==> config.mk <==
export PLATFORM = sky130hd
export DESIGN_NAME = nxn_game_controller_flat
export DESIGN_NICKNAME = d
export VERILOG_FILES = /design/src/rtl/nxn_game_controller_if.sv /design/src/rtl/nxn_game_controller.sv /design/src/flat_wrapper.sv
export SDC_FILE = /design/constraint.sdc
export NUM_CORES = 1
export LEC_CHECK = 0
export CAP_MARGIN = 20
export CELL_PAD_IN_SITES_DETAIL_PLACEMENT = 0
export CELL_PAD_IN_SITES_GLOBAL_PLACEMENT = 1
export CORE_ASPECT_RATIO = 0.9
export CORE_UTILIZATION = 30
export CTS_CLUSTER_SIZE = 10
export DETAILED_ROUTE_END_ITERATION = 10
export PLACE_DENSITY = 0.63
export SKIP_CTS_REPAIR_TIMING = 1
export SLEW_MARGIN = 25
export SYNTH_ARGS = -nofsm -noshare
export SYNTH_HDL_FRONTEND = slang
export SYNTH_SLANG_ARGS = --single-unit
==> constraint.sdc <==
create_clock -name ph1 -period 2.6 [get_ports ph1]
set_input_delay 0.39 -clock ph1 [delete_from_list [all_inputs] [get_ports ph1]]
set_output_delay 0.39 -clock ph1 [all_outputs]
set_load 0.03 [all_outputs]
==> src/rtl/nxn_game_controller_if.sv <==
// Purpose: groups the game controller's player-side and board-side signals.
// Latency: none; pure wiring bundle.
// Backpressure: none; strobes are single-cycle with no ready path.
interface nxn_game_controller_if #(
    parameter int N = 3
);
    localparam int CELLS = N * N;
    localparam int AW    = $clog2(CELLS);
    localparam int CW    = $clog2(CELLS + 1);

    // Player and win-checker side.
    logic          newGame;
    logic          isPlayer1Start;
    logic          playerWrite;
    logic [AW-1:0] playerInput;
    logic          gameIsDone;

    // Board RAM and status side.
    logic [AW-1:0] addr;
    logic [1:0]    cellState;
    logic          cellWrite;
    logic [2:0]    outputState;
    logic          moveRejected;
    logic          timedOut;
    logic [CW-1:0] moveCount;
    logic [1:0]    winner;

    // Player logic / environment side.
    modport master (
        output newGame, isPlayer1Start, playerWrite, playerInput, gameIsDone,
        input  addr, cellState, cellWrite, outputState, moveRejected,
               timedOut, moveCount, winner
    );

    // Controller side.
    modport slave (
        input  newGame, isPlayer1Start, playerWrite, playerInput, gameIsDone,
        output addr, cellState, cellWrite, outputState, moveRejected,
               timedOut, moveCount, winner
    );
endinterface

==> src/rtl/nxn_game_controller.sv <==
// Purpose: sequences an NxN two-player game: board clear, move validation, draw and turn timeout.
// Latency: one cycle from playerWrite/newGame/gameIsDone to every registered output.
// Backpressure: none; illegal moves pulse moveRejected, idle turns forfeit after TIMEOUT cycles.
module nxn_game_controller #(
    parameter int N       = 3,
    parameter int TIMEOUT = 0
) (
    input logic                  ph1,
    input logic                  reset,
    nxn_game_controller_if.slave bus
);
    localparam int CELLS = N * N;
    localparam int AW    = $clog2(CELLS);
    localparam int CW    = $clog2(CELLS + 1);
    localparam int TW    = (TIMEOUT > 2) ? $clog2(TIMEOUT) : 1;

    // Address bound is one bit wider so CELLS = 2**AW does not wrap to zero.
    localparam logic [AW:0]   CELLS_X = (AW + 1)'(CELLS);
    localparam logic [AW-1:0] LAST    = AW'(CELLS - 1);
    localparam logic [CW-1:0] FULL    = CW'(CELLS);
    localparam logic [TW-1:0] TLIM    = TW'((TIMEOUT > 0) ? TIMEOUT - 1 : 0);
    localparam logic          TO_EN   = (TIMEOUT > 0);

    localparam logic [1:0] EMPTY  = 2'b00;
    localparam logic [1:0] MARK_X = 2'b10;
    localparam logic [1:0] MARK_O = 2'b11;

    typedef enum logic [2:0] {
        S_START = 3'b000,
        S_P1    = 3'b001,
        S_P2    = 3'b010,
        S_END   = 3'b011
    } state_t;

    state_t         state, state_nxt;
    logic [AW-1:0]  sweep_q, sweep_d;
    logic [AW-1:0]  addr_q, addr_d;
    logic [1:0]     cell_q, cell_d;
    logic           cw_q, cw_d;
    logic           rej_q, rej_d;
    logic           to_q, to_d;
    logic [CW-1:0]  cnt_q, cnt_d;
    logic [1:0]     win_q, win_d;
    logic [CELLS-1:0] occ_q, occ_d;
    logic [TW-1:0]  tmr_q, tmr_d;

    logic           in_range;
    logic           legal;
    logic [1:0]     mark;
    state_t         other;

    assign in_range = ({1'b0, bus.playerInput} < CELLS_X);
    assign legal    = in_range && !occ_q[bus.playerInput];
    assign mark     = (state == S_P2) ? MARK_O : MARK_X;
    assign other    = (state == S_P1) ? S_P2 : S_P1;

    // Next-state and next-output decode; every output is registered below.
    always_comb begin
        state_nxt = state;
        sweep_d   = sweep_q;
        addr_d    = addr_q;
        cell_d    = cell_q;
        cw_d      = 1'b0;
        rej_d     = 1'b0;
        to_d      = 1'b0;
        cnt_d     = cnt_q;
        win_d     = win_q;
        occ_d     = occ_q;
        tmr_d     = tmr_q;

        if (bus.newGame) begin
            state_nxt = S_START;
            sweep_d   = '0;
            addr_d    = '0;
            cell_d    = EMPTY;
            cnt_d     = '0;
            win_d     = EMPTY;
            occ_d     = '0;
            tmr_d     = '0;
        end else begin
            case (state)
                S_START: begin
                    addr_d = sweep_q;
                    cell_d = EMPTY;
                    cw_d   = 1'b1;
                    occ_d  = '0;
                    cnt_d  = '0;
                    win_d  = EMPTY;
                    tmr_d  = '0;
                    if (sweep_q == LAST) begin
                        sweep_d   = '0;
                        state_nxt = bus.isPlayer1Start ? S_P1 : S_P2;
                    end else begin
                        sweep_d = sweep_q + 1'b1;
                    end
                end
                S_P1, S_P2: begin
                    if (bus.gameIsDone) begin
                        // cell_q still holds the mark of the last accepted move.
                        state_nxt = S_END;
                        win_d     = cell_q;
                    end else if (cnt_q == FULL) begin
                        state_nxt = S_END;
                        win_d     = EMPTY;
                    end else if (bus.playerWrite && legal) begin
                        addr_d                 = bus.playerInput;
                        cell_d                 = mark;
                        cw_d                   = 1'b1;
                        occ_d[bus.playerInput] = 1'b1;
                        cnt_d                  = cnt_q + 1'b1;
                        state_nxt              = other;
                        tmr_d                  = '0;
                    end else if (bus.playerWrite) begin
                        // A rejected move keeps the turn clock running.
                        rej_d = 1'b1;
                        if (tmr_q != TLIM) begin
                            tmr_d = tmr_q + 1'b1;
                        end
                    end else if (TO_EN && (tmr_q == TLIM)) begin
                        to_d      = 1'b1;
                        state_nxt = other;
                        tmr_d     = '0;
                    end else if (tmr_q != TLIM) begin
                        tmr_d = tmr_q + 1'b1;
                    end
                end
                S_END: begin
                    // Hold everything; strobes already default to zero.
                end
                default: begin
                    state_nxt = S_START;
                end
            endcase
        end
    end

    // FSM state register.
    always_ff @(posedge ph1 or negedge reset) begin
        if (!reset) begin
            state <= S_START;
        end else begin
            state <= state_nxt;
        end
    end

    // Datapath and output registers.
    always_ff @(posedge ph1 or negedge reset) begin
        if (!reset) begin
            sweep_q <= '0;
            addr_q  <= '0;
            cell_q  <= EMPTY;
            cw_q    <= 1'b0;
            rej_q   <= 1'b0;
            to_q    <= 1'b0;
            cnt_q   <= '0;
            win_q   <= EMPTY;
            occ_q   <= '0;
            tmr_q   <= '0;
        end else begin
            sweep_q <= sweep_d;
            addr_q  <= addr_d;
            cell_q  <= cell_d;
            cw_q    <= cw_d;
            rej_q   <= rej_d;
            to_q    <= to_d;
            cnt_q   <= cnt_d;
            win_q   <= win_d;
            occ_q   <= occ_d;
            tmr_q   <= tmr_d;
        end
    end

    assign bus.addr         = addr_q;
    assign bus.cellState    = cell_q;
    assign bus.cellWrite    = cw_q;
    assign bus.outputState  = state;
    assign bus.moveRejected = rej_q;
    assign bus.timedOut     = to_q;
    assign bus.moveCount    = cnt_q;
    assign bus.winner       = win_q;
endmodule
==> src/flat_wrapper.sv <==
// flat-port wrapper written by rule: the top's interface ports become plain ports
module nxn_game_controller_flat 
#(
    parameter int N       = 3,
    parameter int TIMEOUT = 0
)
  (ph1, reset, bus_newGame, bus_isPlayer1Start, bus_playerWrite, bus_playerInput, bus_gameIsDone, bus_addr, bus_cellState, bus_cellWrite, bus_outputState, bus_moveRejected, bus_timedOut, bus_moveCount, bus_winner);
  nxn_game_controller_if #(.N(N)) bus_i ();
  input logic ph1;
  input logic reset;
  input wire logic [$bits(bus_i.newGame)-1:0] bus_newGame;
  input wire logic [$bits(bus_i.isPlayer1Start)-1:0] bus_isPlayer1Start;
  input wire logic [$bits(bus_i.playerWrite)-1:0] bus_playerWrite;
  input wire logic [$bits(bus_i.playerInput)-1:0] bus_playerInput;
  input wire logic [$bits(bus_i.gameIsDone)-1:0] bus_gameIsDone;
  output wire logic [$bits(bus_i.addr)-1:0] bus_addr;
  output wire logic [$bits(bus_i.cellState)-1:0] bus_cellState;
  output wire logic [$bits(bus_i.cellWrite)-1:0] bus_cellWrite;
  output wire logic [$bits(bus_i.outputState)-1:0] bus_outputState;
  output wire logic [$bits(bus_i.moveRejected)-1:0] bus_moveRejected;
  output wire logic [$bits(bus_i.timedOut)-1:0] bus_timedOut;
  output wire logic [$bits(bus_i.moveCount)-1:0] bus_moveCount;
  output wire logic [$bits(bus_i.winner)-1:0] bus_winner;
  assign bus_i.newGame = bus_newGame;
  assign bus_i.isPlayer1Start = bus_isPlayer1Start;
  assign bus_i.playerWrite = bus_playerWrite;
  assign bus_i.playerInput = bus_playerInput;
  assign bus_i.gameIsDone = bus_gameIsDone;
  assign bus_addr = bus_i.addr;
  assign bus_cellState = bus_i.cellState;
  assign bus_cellWrite = bus_i.cellWrite;
  assign bus_outputState = bus_i.outputState;
  assign bus_moveRejected = bus_i.moveRejected;
  assign bus_timedOut = bus_i.timedOut;
  assign bus_moveCount = bus_i.moveCount;
  assign bus_winner = bus_i.winner;
  nxn_game_controller #(.N(N), .TIMEOUT(TIMEOUT)) u_core (.ph1(ph1), .reset(reset), .bus(bus_i));
endmodule
==> reports/metrics.yaml <==
hpwl_um: 2840
power.total_uw: 1790
port_buffers: 25
rows: 25
power_density_nw_per_um2: 840
synth_ff_type: "dfrtp_1"
setup_viol: 0
hold_violations: 0
grt_pass1_wl_um: 6770
worstSetupPathType: "in -> reg"
drv_cap: 0
die_height_um: 72.6
grt_max_degree: 30
antenna_found_initial: 0
fin_nets: 216
start_util_pct: 31.4
async_reset_ff_share_pct: 100
syn_area_per_cell_um2: 10.4
via_per_inst: 5.16
fin_ws_ns: 0.146
cp.required_ns: 2.75
synthCells: 160
seq_area_frac_synth_pct: 43.7
routed_wl_um: 3780
dp.cells: 257
hp-start: "u_core.occ_q[4]$_DFFE_PN0P_"
numCtsBuffers: 5
r2r_slack_ns: 0.50
fin_skew_ns: 0.00792
placed_area_um2: 2050
clock_path_buffers: 2
drt_pre_antenna_iters: 4
critical_path.startpoint: "bus_playerInput[1]"
status: "completed"
rsz0062_at_grt: "no"
min_period_over_period_pct: 94.4
yosys-top-cells-area: "dfrtp_1, ha_1, mux2_2, mux2i_1, nor2_1"
insertedDiodeCount: 0
layout_min_cycle_time_ns: 2.45
r2r_end: "u_core.bus.addr[0]$_DFFE_PN0P_"
hold_path_class: "reg -> reg"
timing.fmax_mhz: 407
synth.top_cell.area_share_pct: 43.7
worstReg2RegStart: "u_core.bus.outputState[0]$_DFFE_PN0P_"
endpoint: "u_core.bus.addr[0]$_DFFE_PN0P_"
yosysUniqueCellTypes: 43
layout-drive-gt1-share_pct: 16.2
ir_drop_uv: 411
grt_util_all_layers_pct: 15.2
max_slew.worst_pin.slew_ns: 0.590
start_kind: "input port"
ys_seq_elements: 29
final_cell_mix: "dfrtp_1, clkdlybuf4s50_1, nor2_1, buf_4, inv_1"
slew_viol_final: 0
mostFrequentLayoutCell: "dfrtp_1"
cts_tree: "done"
crit_fanout: 8
fin_area_um2: 2130
die_x_um: 80.4
yosys.area.top_type: "dfrtp_1"
root_buffer: "clkbuf_8"
clk_pin_slew_ns: 0.06
synth-edff-count: 0
final_cells: 265
gp_congestion: 0.764
max-slew-margin-rel_pct: 60.3
cp-end-kind: "register"
arrival_ns: 2.60
grt_pass1_vias: 1405
dieArea_um2: 5840
netlist_area_um2: 1660
vias: 1367
ios: 28
p_leak_uw: 0.000968
reg2reg_depth: 5
syn2layout_area_growth_pct: 28.4
cts_num_sinks: 29
htree_levels: 2
clkLatencyLatePin_ns: 0.27
grt_overflow: 0
route.detailed.drc: 0
yosys_warnings: 0
core_area_um2: 5290
antenna_left: 0
routedWlPerCell_um: 14.3
dp_slack_ns: -0.133
drt_iter0_markers: 72
tns_ns: 0
[report_power, final]
| part | total (uW) | switching [uW] | internal, uW | leakage [uW] |
|---|---|---|---|---|
| logic | 868 | 488 | 381 | 0.000524 |
| registers | 573 | 61.3 | 512 | 0.000399 |
| clock network | 350 | 165 | 185 | 0.0000450 |
| total | 1790 | 714 | 1080 | 0.000968 |
[worst min path at each step]
| stage | depth (start not counted) | end | slack, ns |
|---|---|---|---|
| 2_1_floorplan | 0 | u_core.bus.addr[0]$_DFFE_PN0P_ | 0.09 |
| 3_3_place_gp | 1 | u_core.occ_q[8]$_DFFE_PN0P_ | 0.47 |
| 3_5_place_dp | 1 | u_core.occ_q[4]$_DFFE_PN0P_ | 0.47 |
| 4_1_cts | 1 | u_core.occ_q[4]$_DFFE_PN0P_ | 0.48 |
| 5_1_grt | 1 | u_core.occ_q[8]$_DFFE_PN0P_ | 0.51 |
| 6_report | 1 | u_core.occ_q[4]$_DFFE_PN0P_ | 0.48 |
[flip-flops by register name, indices dropped and copies added (netlist names)]
register / cells
u_core.bus.cellWrite: 1
u_core.sweep_q: 4
u_core.bus.cellState: 2
u_core.bus.moveRejected: 1
u_core.bus.addr: 4
u_core.bus.moveCount: 4
u_core.bus.outputState: 2
u_core.bus.winner: 2
u_core.occ_q: 9
[metal layers]
| layer | up-vias | track usage [%] | routed length, um |
|---|---|---|---|
| met5 | - | 0 | 0 |
| met4 | 0 | 4.56 | 31 |
| met3 | 4 | 3.50 | 135 |
| met2 | 27 | 25.6 | 1830 |
| met1 | 683 | 19.3 | 1790 |
| li1 | 653 | - | - |
[cells by family after synthesis]
kind of cell,synth area share (%)
mux,10.3
simple gates,17.2
other cells,0.226
fa+ha+maj,6.78
flops,43.7
compound gates,16.2
xor+xnor,0.527
buf+inv,5.05
[synth_stat cells (2+ instances only)]
master / n
buf_4: 3
ha_1: 9
nand3_1: 2
nor3_1: 3
o21a_1: 2
and2_1: 4
o21ai_0: 4
and3b_1: 2
mux2i_1: 7
nor3b_1: 2
nand2_1: 8
and3_1: 3
a32o_1: 4
a41o_1: 2
nor2_1: 13
nor4_1: 2
o2bb2ai_1: 2
a21oi_1: 6
mux2_2: 9
o41ai_1: 2
a22o_1: 4
clkbuf_1: 5
dfrtp_1: 29
inv_1: 10
nor2b_1: 4
o31ai_1: 2
[worst max-delay path, stage by stage]
cell and delay (ns):
clkdlybuf4s50_1 0.58, buf_4 0.19, mux2i_1 0.07, nor4_1 0.46, nor4_4 0.11, a21boi_2 0.42
mux2_2 0.39
[through the flow]
step	hold WS, ns	utilization [%]
after floorplan	0.0944	-
final	0.482	40.4
after global routing	0.512	40.4
after global placement	0.474	38.8
after CTS	0.482	40.4
after detailed placement	0.473	38.8
[area by class of cell]
type,instances,area [um^2]
multi-input combinational,113,856
clock buffer,6,72.6
fill,513,3150
inverter,10,37.5
timing repair buffer,38,348
tap,67,83.8
sequential,29,726
clock inverter,2,10.0
Power figures use the tool's default switching activity.
==> RTL edit: new RTL, same flow settings <==
`N` is set to 3 in 3 places; all go to 6.
--- a/src/rtl/nxn_game_controller_if.sv
+++ b/src/rtl/nxn_game_controller_if.sv
@@ -4,3 +4,3 @@
 interface nxn_game_controller_if #(
-    parameter int N = 3
+    parameter int N = 6
 );
--- a/src/rtl/nxn_game_controller.sv
+++ b/src/rtl/nxn_game_controller.sv
@@ -4,3 +4,3 @@
 module nxn_game_controller #(
-    parameter int N       = 3,
+    parameter int N       = 6,
     parameter int TIMEOUT = 0
--- a/src/flat_wrapper.sv
+++ b/src/flat_wrapper.sv
@@ -3,3 +3,3 @@
 #(
-    parameter int N       = 3,
+    parameter int N       = 6,
     parameter int TIMEOUT = 0
Ports: changed (resized bus_addr, bus_moveCount and bus_playerInput); port bits go from 28 to 34. No check against the original RTL was run, so the function may have changed too.
==> RTL edit against the unedited design <==
Die area increased by 100%. Register-to-register slack worse by 240 ps. Routed wire length up 140%. Worst setup slack gained 68 ps. Clock skew decreased by 1.2 ps. Cell area grew 110%. Power up 99%. Utilization is 0.93 points higher. Critical path depth rose by 2. Combinational power rose by 46%. Synthesized area rose by 100%. Sequential cell count rose by 33. Critical path type unchanged. Highest routed layer unchanged.
==> RTL edit: results (changes against the unedited design) <==
| Metric | Value |
|---|---|
| CTS HTree Levels | 3 (was 2) |
| Post-synth cell types | 44 (was 43) |
| GR Util met1 | 0.2447 (was 0.1934) |
| Largest register FFs | 36 (was 9) |
| Global Route Usage Sum | 0.1686 (was 0.1518) |
| Pwr dens | 790.1 nW/um2 (was 839.7 nW/um2) |
| Detailed Place HPWL | 6253 um (was 2841 um) |
| CTS root buf | clkbuf_16 (was clkbuf_8) |
| DR WL/cell | 16.44 um (was 14.27 um) |
| Initial DRC count | 157 (was 72) |
| Met3 wire len | 397 um (was 135 um) |
| Logic pwr share | 0.357 (was 0.485) |
| Clock Power | 1180 uW (was 350 uW) |
| Vias per cell | 5.041 (was 5.158) |
| PortBufs | 31 (was 25) |
| R2R Path End | u_core.bus.addr[3] (was u_core.bus.addr[0]) |
| Worst-Skew Late Latency | 330 ps (was 270 ps) |
| Final nets | 424 (was 216) |
| Routability cong. | 0.7808 (was 0.7644) |
| CP Max Fanout | 7 (was 8) |
| Final Critical Period | 2386 ps (was 2454 ps) |
| Commonest cells post-synth | dfrtp_1 (62), nor2_1 (60), a41oi_1 (32), mux2i_1 (19), clkbuf_1 (16) (was dfrtp_1 (29), nor2_1 (13), inv_1 (10), ha_1 (9), mux2_2 (9)) |
| First-pass GRT wire length | 15020 um (was 6768 um) |
| P_int | 2277 uW (was 1078 uW) |
| Num CTS Buffers | 9 (was 5) |
| Post-synthesis compound-gate area fraction | 0.1771 (was 0.1619) |
| Leakage | 0.001921 uW (was 0.0009680 uW) |
| Met2 routed WL | 3943 um (was 1828 um) |
| Min Hold Slack | 62.25 ps (was 482.3 ps) |
| Hold/Removal Path Class | in -> async (was reg -> reg) |
| Clk_skew | 6.744 ps (was 7.918 ps) |
| Share of cells above drive strength 1 | 0.2054 (was 0.1616) |
| Mux cell area share after synthesis | 0.08930 (was 0.1032) |
| Area contributors post-synth | dfrtp_1 (46%), a41oi_1 (8.3%), nor2_1 (6.6%) (was dfrtp_1 (44%), ha_1 (6.8%), mux2_2 (6.1%)) |
| Worst slew margin | 0.5851 (was 0.6032) |
| Met1 WL | 4774 um (was 1786 um) |
| Status | complete, no violations (unchanged) |
| DP Cell Count | 539 (was 257) |
| DIE AREA | 11730 um2 (was 5840 um2) |
| Placed cell area | 4091 um2 (was 2051 um2) |
| Post-Synth XOR/XNOR Area | 0.007749 (was 0.005271) |
| Reg2Reg Setup Slack | 260 ps (was 500 ps) |
| FF-to-FF path depth | 9 (was 5) |
| Mean Syn Cell Area | 9.914 um2 (was 10.38 um2) |
| Met2 usage in global routing | 0.2406 (was 0.2561) |
| Placement Setup Slack | -468.2 ps (was -133.2 ps) |
| Global routing usage on met3 | 0.03998 (was 0.03500) |
| Largest net degree at the start of global routing | 39 (was 30) |
| Sequential-to-total area share from yosys stat | 0.4576 (was 0.4367) |
| Maximum VDD drop | 0.4797 mV (was 0.4112 mV) |
| Non-filler cells, final | 561 (was 265) |
[RTL edit: cell type report]
class | instances | area (um2)
inverter | 9 | 33.78
sequential | 62 | 1554
clock buffer | 10 | 229.0
clock inverter | 6 | 62.56
multi-input combinational | 242 | 1678
tap | 152 | 190.2
fill | 1079 | 6400
timing repair buffer | 80 | 753.2
[RTL edit: critical path, cell delays in order]
cell	delay, ps
clkdlybuf4s50_1	500
buf_4	160
nor3b_1	360
nand2_1	170
nor4b_4	190
buf_4	150
buf_2	140
or2_2	290
a32o_1	240
[RTL edit: logic make-up (layout without fill, tap and decap cells)]
family                     Yosys count  in the layout
AOI/OAI and AO/OA                   78             78
xor gates and xnor gates             3              3
adders and majority gates            8              8
buffers and inverters               39            105
DFF                                 62             62
muxes                               28             28
other                                1              2
and+or+nand+nor                    123            123
